--- src/rtl/gray_pdm_pkg.sv ---
// Shared helpers for the gray-slot pulse-density modulator.
// Slot position math lives here so decode and checks agree.
package gray_pdm_pkg;

    localparam int MAX_WIDTH = 16;
    localparam int DEF_WIDTH = 10;
    localparam int SLOTS     = 1 << DEF_WIDTH;

    // Frame length for an arbitrary code width.
    function automatic int slots_of(input int width);
        return 1 << width;
    endfunction

    // Number of consecutive ones from bit 0, limited to width bits.
    // This is the gray bit that toggles on the n -> n+1 increment.
    function automatic logic [4:0] trailing_ones(
        input logic [MAX_WIDTH-1:0] n,
        input int                   width
    );
        logic [4:0] k;
        logic       run;
        k   = 5'd0;
        run = 1'b1;
        for (int i = 0; i < MAX_WIDTH; i++) begin
            if (run && (i < width) && n[i]) begin
                k = k + 5'd1;
            end else begin
                run = 1'b0;
            end
        end
        return k;
    endfunction

endpackage

--- src/rtl/gray_slot_decode.sv ---
// Slot counter to one-hot slot position, plus wrap-slot flag.
// Purely combinational; one instance serves every channel.
import gray_pdm_pkg::*;

module gray_slot_decode #(
    parameter int WIDTH = 10
) (
    input  logic [WIDTH-1:0] n,
    output logic [WIDTH-1:0] slot,
    output logic             wrap
);

    logic [4:0] k;

    // The all-ones count owns no code bit, so its one-hot stays empty.
    always_comb begin
        wrap = &n;
        k    = trailing_ones(MAX_WIDTH'(n), WIDTH);
        slot = '0;
        for (int i = 0; i < WIDTH; i++) begin
            slot[i] = !wrap && (k == 5'(i));
        end
    end

endmodule

--- src/rtl/gray_pdm_modulator.sv ---
// Binary-weighted PDM from gray toggle position, multi-channel,
// with a one-deep pending code and frame-aligned code swaps.
import gray_pdm_pkg::*;

module gray_pdm_modulator #(
    parameter int WIDTH    = 10,
    parameter int CHANNELS = 1
) (
    input  logic                      clk,
    input  logic                      rstb,
    input  logic                      en,
    input  logic [CHANNELS*WIDTH-1:0] code_i,
    input  logic                      code_valid_i,
    output logic                      code_ready_o,
    input  logic [CHANNELS-1:0]       invert_i,
    output logic [CHANNELS-1:0]       pdm_o,
    output logic                      frame_start_o,
    output logic [WIDTH-1:0]          gray_o
);

    logic [WIDTH-1:0]          n;
    logic [WIDTH-1:0]          n_next;
    logic [WIDTH-1:0]          slot;
    logic                      wrap;
    logic                      last;
    logic                      accept;
    logic [CHANNELS*WIDTH-1:0] code_q;
    logic [CHANNELS*WIDTH-1:0] pending;

    assign n_next = n + WIDTH'(1);
    assign last   = en && wrap;
    assign accept = code_valid_i && code_ready_o;

    gray_slot_decode #(
        .WIDTH (WIDTH)
    ) u_decode (
        .n    (n),
        .slot (slot),
        .wrap (wrap)
    );

    // Slot counter advances only while enabled, wrapping naturally.
    always_ff @(posedge clk or negedge rstb) begin
        if (!rstb) begin
            n <= '0;
        end else if (en) begin
            n <= n_next;
        end
    end

    // Gray monitor tracks the counter value it will hold next cycle.
    always_ff @(posedge clk or negedge rstb) begin
        if (!rstb) begin
            gray_o <= '0;
        end else if (en) begin
            gray_o <= n_next ^ (n_next >> 1);
        end
    end

    // Pending/active code handshake; ready low means pending is full.
    always_ff @(posedge clk or negedge rstb) begin
        if (!rstb) begin
            code_q       <= '0;
            pending      <= '0;
            code_ready_o <= 1'b1;
        end else if (accept && last) begin
            code_q       <= code_i;
            code_ready_o <= 1'b1;
        end else if (accept) begin
            pending      <= code_i;
            code_ready_o <= 1'b0;
        end else if (last && !code_ready_o) begin
            code_q       <= pending;
            code_ready_o <= 1'b1;
        end
    end

    // Frame marker accompanies the output bit of slot 0.
    always_ff @(posedge clk or negedge rstb) begin
        if (!rstb) begin
            frame_start_o <= 1'b0;
        end else begin
            frame_start_o <= en && (n == '0);
        end
    end

    for (genvar c = 0; c < CHANNELS; c++) begin : g_chan
        logic [WIDTH-1:0] rev;
        logic             bit_sel;
        logic             pdm_q;

        // Slot position k selects code bit WIDTH-1-k.
        always_comb begin
            rev = '0;
            for (int i = 0; i < WIDTH; i++) begin
                rev[i] = code_q[c*WIDTH + WIDTH-1-i];
            end
            bit_sel = |(rev & slot);
        end

        // Registered output bit; forced low while disabled.
        always_ff @(posedge clk or negedge rstb) begin
            if (!rstb) begin
                pdm_q <= 1'b0;
            end else begin
                pdm_q <= en && (bit_sel ^ invert_i[c]);
            end
        end

        assign pdm_o[c] = pdm_q;
    end

endmodule

--- config.mk ---
export PLATFORM = sky130hd
export DESIGN_NAME = gray_pdm_modulator
export DESIGN_NICKNAME = d
export VERILOG_FILES = /design/src/rtl/gray_pdm_pkg.sv /design/src/rtl/gray_slot_decode.sv /design/src/rtl/gray_pdm_modulator.sv
export SDC_FILE = /design/constraint.sdc
export NUM_CORES = 1
export LEC_CHECK = 0
export BUFFER_PORTS_ARGS = -buffer_cell sky130_fd_sc_hd__buf_2
export CAP_MARGIN = 20
export CORE_AREA = 5 5 89 91
export DETAILED_ROUTE_END_ITERATION = 16
export DIE_AREA = 0 0 94 96
export SLEW_MARGIN = 20
export SYNTH_ARGS = -nofsm -noshare
export SYNTH_HDL_FRONTEND = slang
export SYNTH_SLANG_ARGS = --single-unit
--- constraint.sdc ---
create_clock -name clk -period 8.3 [get_ports clk]
set_clock_uncertainty 0.2 [all_clocks]
set_input_delay 0.83 -clock clk [delete_from_list [all_inputs] [get_ports clk]]
set_output_delay 0.83 -clock clk [all_outputs]
set_load 0.01 [all_outputs]
==> flow_metrics.tcl <==
set metrics [dict create \
    status "complete, no violations" \
    setup_slack_ps 1380 \
    cp_slowest_stage_delay_ps 520 \
    fin_cells 448 \
    fin_setup_tns_ps 0 \
    path_common_cell "ha_1" \
    path_buf_inv 2 \
    slew_headroom_pct 37.3 \
    power_density_nw_per_um2 253 \
    ant_nets 0 \
    ctsHoldBuffers 0 \
    seq_area_frac_synth_pct 34.7 \
    drv_slew 0 \
    critPathCaptureType "flop" \
    fin_crit_ps 6920 \
    area_growth_pct 8.01 \
    track_usage_pct 15.2 \
    ys_async_sr_fraction_pct 100 \
    grt_pass1_wl_mm 11.3 \
    multi_input_area_um2 1850 \
    die_w_um 94 \
    design_area_um2 3270 \
    cp.arrival_ps 6950 \
    tritoncts "yes" \
    cts_buffer_depth 2 \
    diodes 0 \
    cts_setup_buffers 0 \
    worstPathMaxFanout 9 \
    drv_cap 0 \
    cts_root_buf "clkbuf_8" \
    synth_simple_gate_area_share_pct 19.6 \
    cp-start-kind "flop" \
    rows 31 \
    place_area_um2 3190 \
    initial_core_util_pct 42.9 \
    synth.distinct_cells 55 \
    synth_top_family_by_area "simple AND/OR/NAND/NOR gates" \
    yosys.area_share.xor_xnor_pct 12.9 \
    netlist_instances 336 \
    core_area_um2 7060 \
    crit_family "adder cells" \
    ir_drop_mv 0.209 \
    drc 0 \
    place_ws_ps 1400 \
    globalplace.congestion 0.826 \
    drive_gt1_share_pct 16.9 \
    synthMuxAreaShare_pct 9.87 \
    drt-total-wl_mm 6.44 \
    syn-num-nets 362 \
    ys_seq_elements 42 \
    grt_pass1_vias 2390 \
    grt_max_degree 43 \
    synthesis.area_um2 3030 \
    ys.flop_type "dfrtp_1" \
    post_cts_resized 0 \
    seq_area_um2 1050 \
    critPathRequiredTime_ps 8320 \
    viasPerCell 5.36 \
    cts_buffers 5 \
    die_h_um 96 \
    place_inst 440 \
    grt-ovfl-total 0 \
    synth_edf_count 0 \
    tightestPinTransition_ps 941 \
    p_leak_uw 0.00138 \
    period_share_pct 83.4 \
    ys_warn_count 0 \
    num-nets-final 374 \
    clock_latency_ps 290 \
    htreeDepth 2 \
    dr.pass1.iters 4 \
    grt_antenna_before_repair 0 \
    hold_viol 0 \
    synth_compound_area_share_pct 14.1 \
    clock.fmax_ghz 0.144 \
    wire_per_inst_um 14.4 \
    synth_fa_ha_area_share_pct 4.54 \
    syn_area_per_cell_um2 9.02 \
    critPathKind "reg2reg" \
    post-dp-hpwl_mm 4.58 \
    portBuffers 27 \
    hp-class "reg2reg" \
    fillerInstances 737 \
    drt-initial-drc-count 111 \
    route.vias.total 2402 \
    die_area_um2 9020 \
    cts_sinks 42 \
    final_core_util_pct 46.3 \
    setup_violations 0 \
    cpMaxStageDelayCell "dfrtp_1" \
    clk_pin_slew_ps 80 \
    io_pins 28 \
    rsz0062_at_grt "no" \
]
[synthesized netlist by cell type, types with 2 or more instances]
master	n	share of area [%]
mux2i_1	7	2.3
buf_4	2	0.50
inv_1	7	0.87
nand2_1	38	4.7
nand2b_1	4	0.83
nand3_1	8	1.3
and3_1	8	1.7
a21boi_0	2	0.50
dfrtp_1	41	34
o22ai_1	10	2.1
o2111ai_1	2	0.58
nor2_1	30	3.7
buf_1	4	0.50
a21oi_1	23	3.8
nor4_1	2	0.41
mux2_2	15	5.6
and2_1	3	0.62
clkbuf_1	13	1.6
nor3_1	5	0.83
o21ai_0	20	3.3
mux4_2	2	1.5
xnor2_1	36	10
buf_2	2	0.33
ha_1	11	4.5
and3b_1	2	0.58
xor2_1	4	1.2
nand4_1	7	1.4
[final timing paths]
path                       cells past startpoint  startpoint    endpoint  slack, ps
setup / recovery                              32        n[0]       pdm_o       1380
hold / removal                                 1  pending[1]  pending[1]        320
setup reg to reg                              32        n[0]       pdm_o       1380
hold reg to reg                                1  pending[1]  pending[1]        320
max in group asynchronous                      1        rstb  pending[7]       6830
min in group asynchronous                      1        rstb   gray_o[1]        480
[worst reg2reg max path: cells and delay by family (launching register included)]
family	cells	cell delay, ps
fa+ha+maj	8	2600
mux	7	1410
compound gates	8	980
simple gates	6	700
flops	1	520
buf+inv	2	270
xor+xnor	1	190
[cell families after synthesis]
group                    count (synthesis)
AO/OA/AOI/OAI                           68
XOR/XNOR                                42
adder cells (fa/ha/maj)                 11
buffers and inverters                   30
flip-flops                              42
multiplexers                            25
AND/OR/NAND/NOR                        118
[power breakdown]
part,total [uW],internal (uW),switching [uW],leakage (uW)
combinational,397,189,209,0.000797
sequential,302,240,61.7,0.000545
clock,129,59.6,69.1,0.0000385
total,828,488,339,0.00138
[cells in the final DEF, fill, tap and decap left out, types with 2 or more instances in the layout]
cell type and count:
nand2_1 38, and3_1 8, nand3_1 8, ha_1 11, mux2_2 15, xnor2_1 36, clkbuf_1 2, nor3_1 5
a21boi_0 2, a21oi_1 23, and3b_1 2, o21ai_0 20, o2111ai_1 2, mux2i_1 7, nand4_1 7, xor2_1 4
nand2b_1 4, buf_2 27, nor2_1 30, nor4_1 2, clkbuf_8 5, and2_1 3, o22ai_1 10, dfrtp_1 41
mux4_2 2, inv_1 7
[state kept, by name, summed over array words and instances (netlist names)]
register / count
pending: 10
code_q: 10
code_ready_o: 1
frame_start_o: 1
pdm_o: 1
gray_o: 9
n: 10
[stage by stage]
| stage | total power (uW) | hold WS [ps] |
|---|---|---|
| 3_5_place_dp | 701 | 292 |
| 2_1_floorplan | 618 | 282 |
| 3_3_place_gp | 690 | 289 |
| 5_1_grt | 900 | 332 |
| 4_1_cts | 836 | 317 |
| 6_report | 828 | 315 |
[cell type report]
cell class	instances	share of cell area, %
multi-input cells	264	56.4
flip-flops and latches	42	32.2
repair buffers	27	4.13
well taps	99	3.79
clock buffers	7	2.33
inverters	8	0.918
clock inverters	1	0.229
[layer usage]
metal	track usage, %	vias up	wire length (um)
li1	-	1204	-
met1	21.8	1165	3340
met2	23.8	31	2920
met3	2.11	2	139
met4	4.81	0	48
met5	0	-	0
Note: power is estimated with default switching activity, not from simulation.
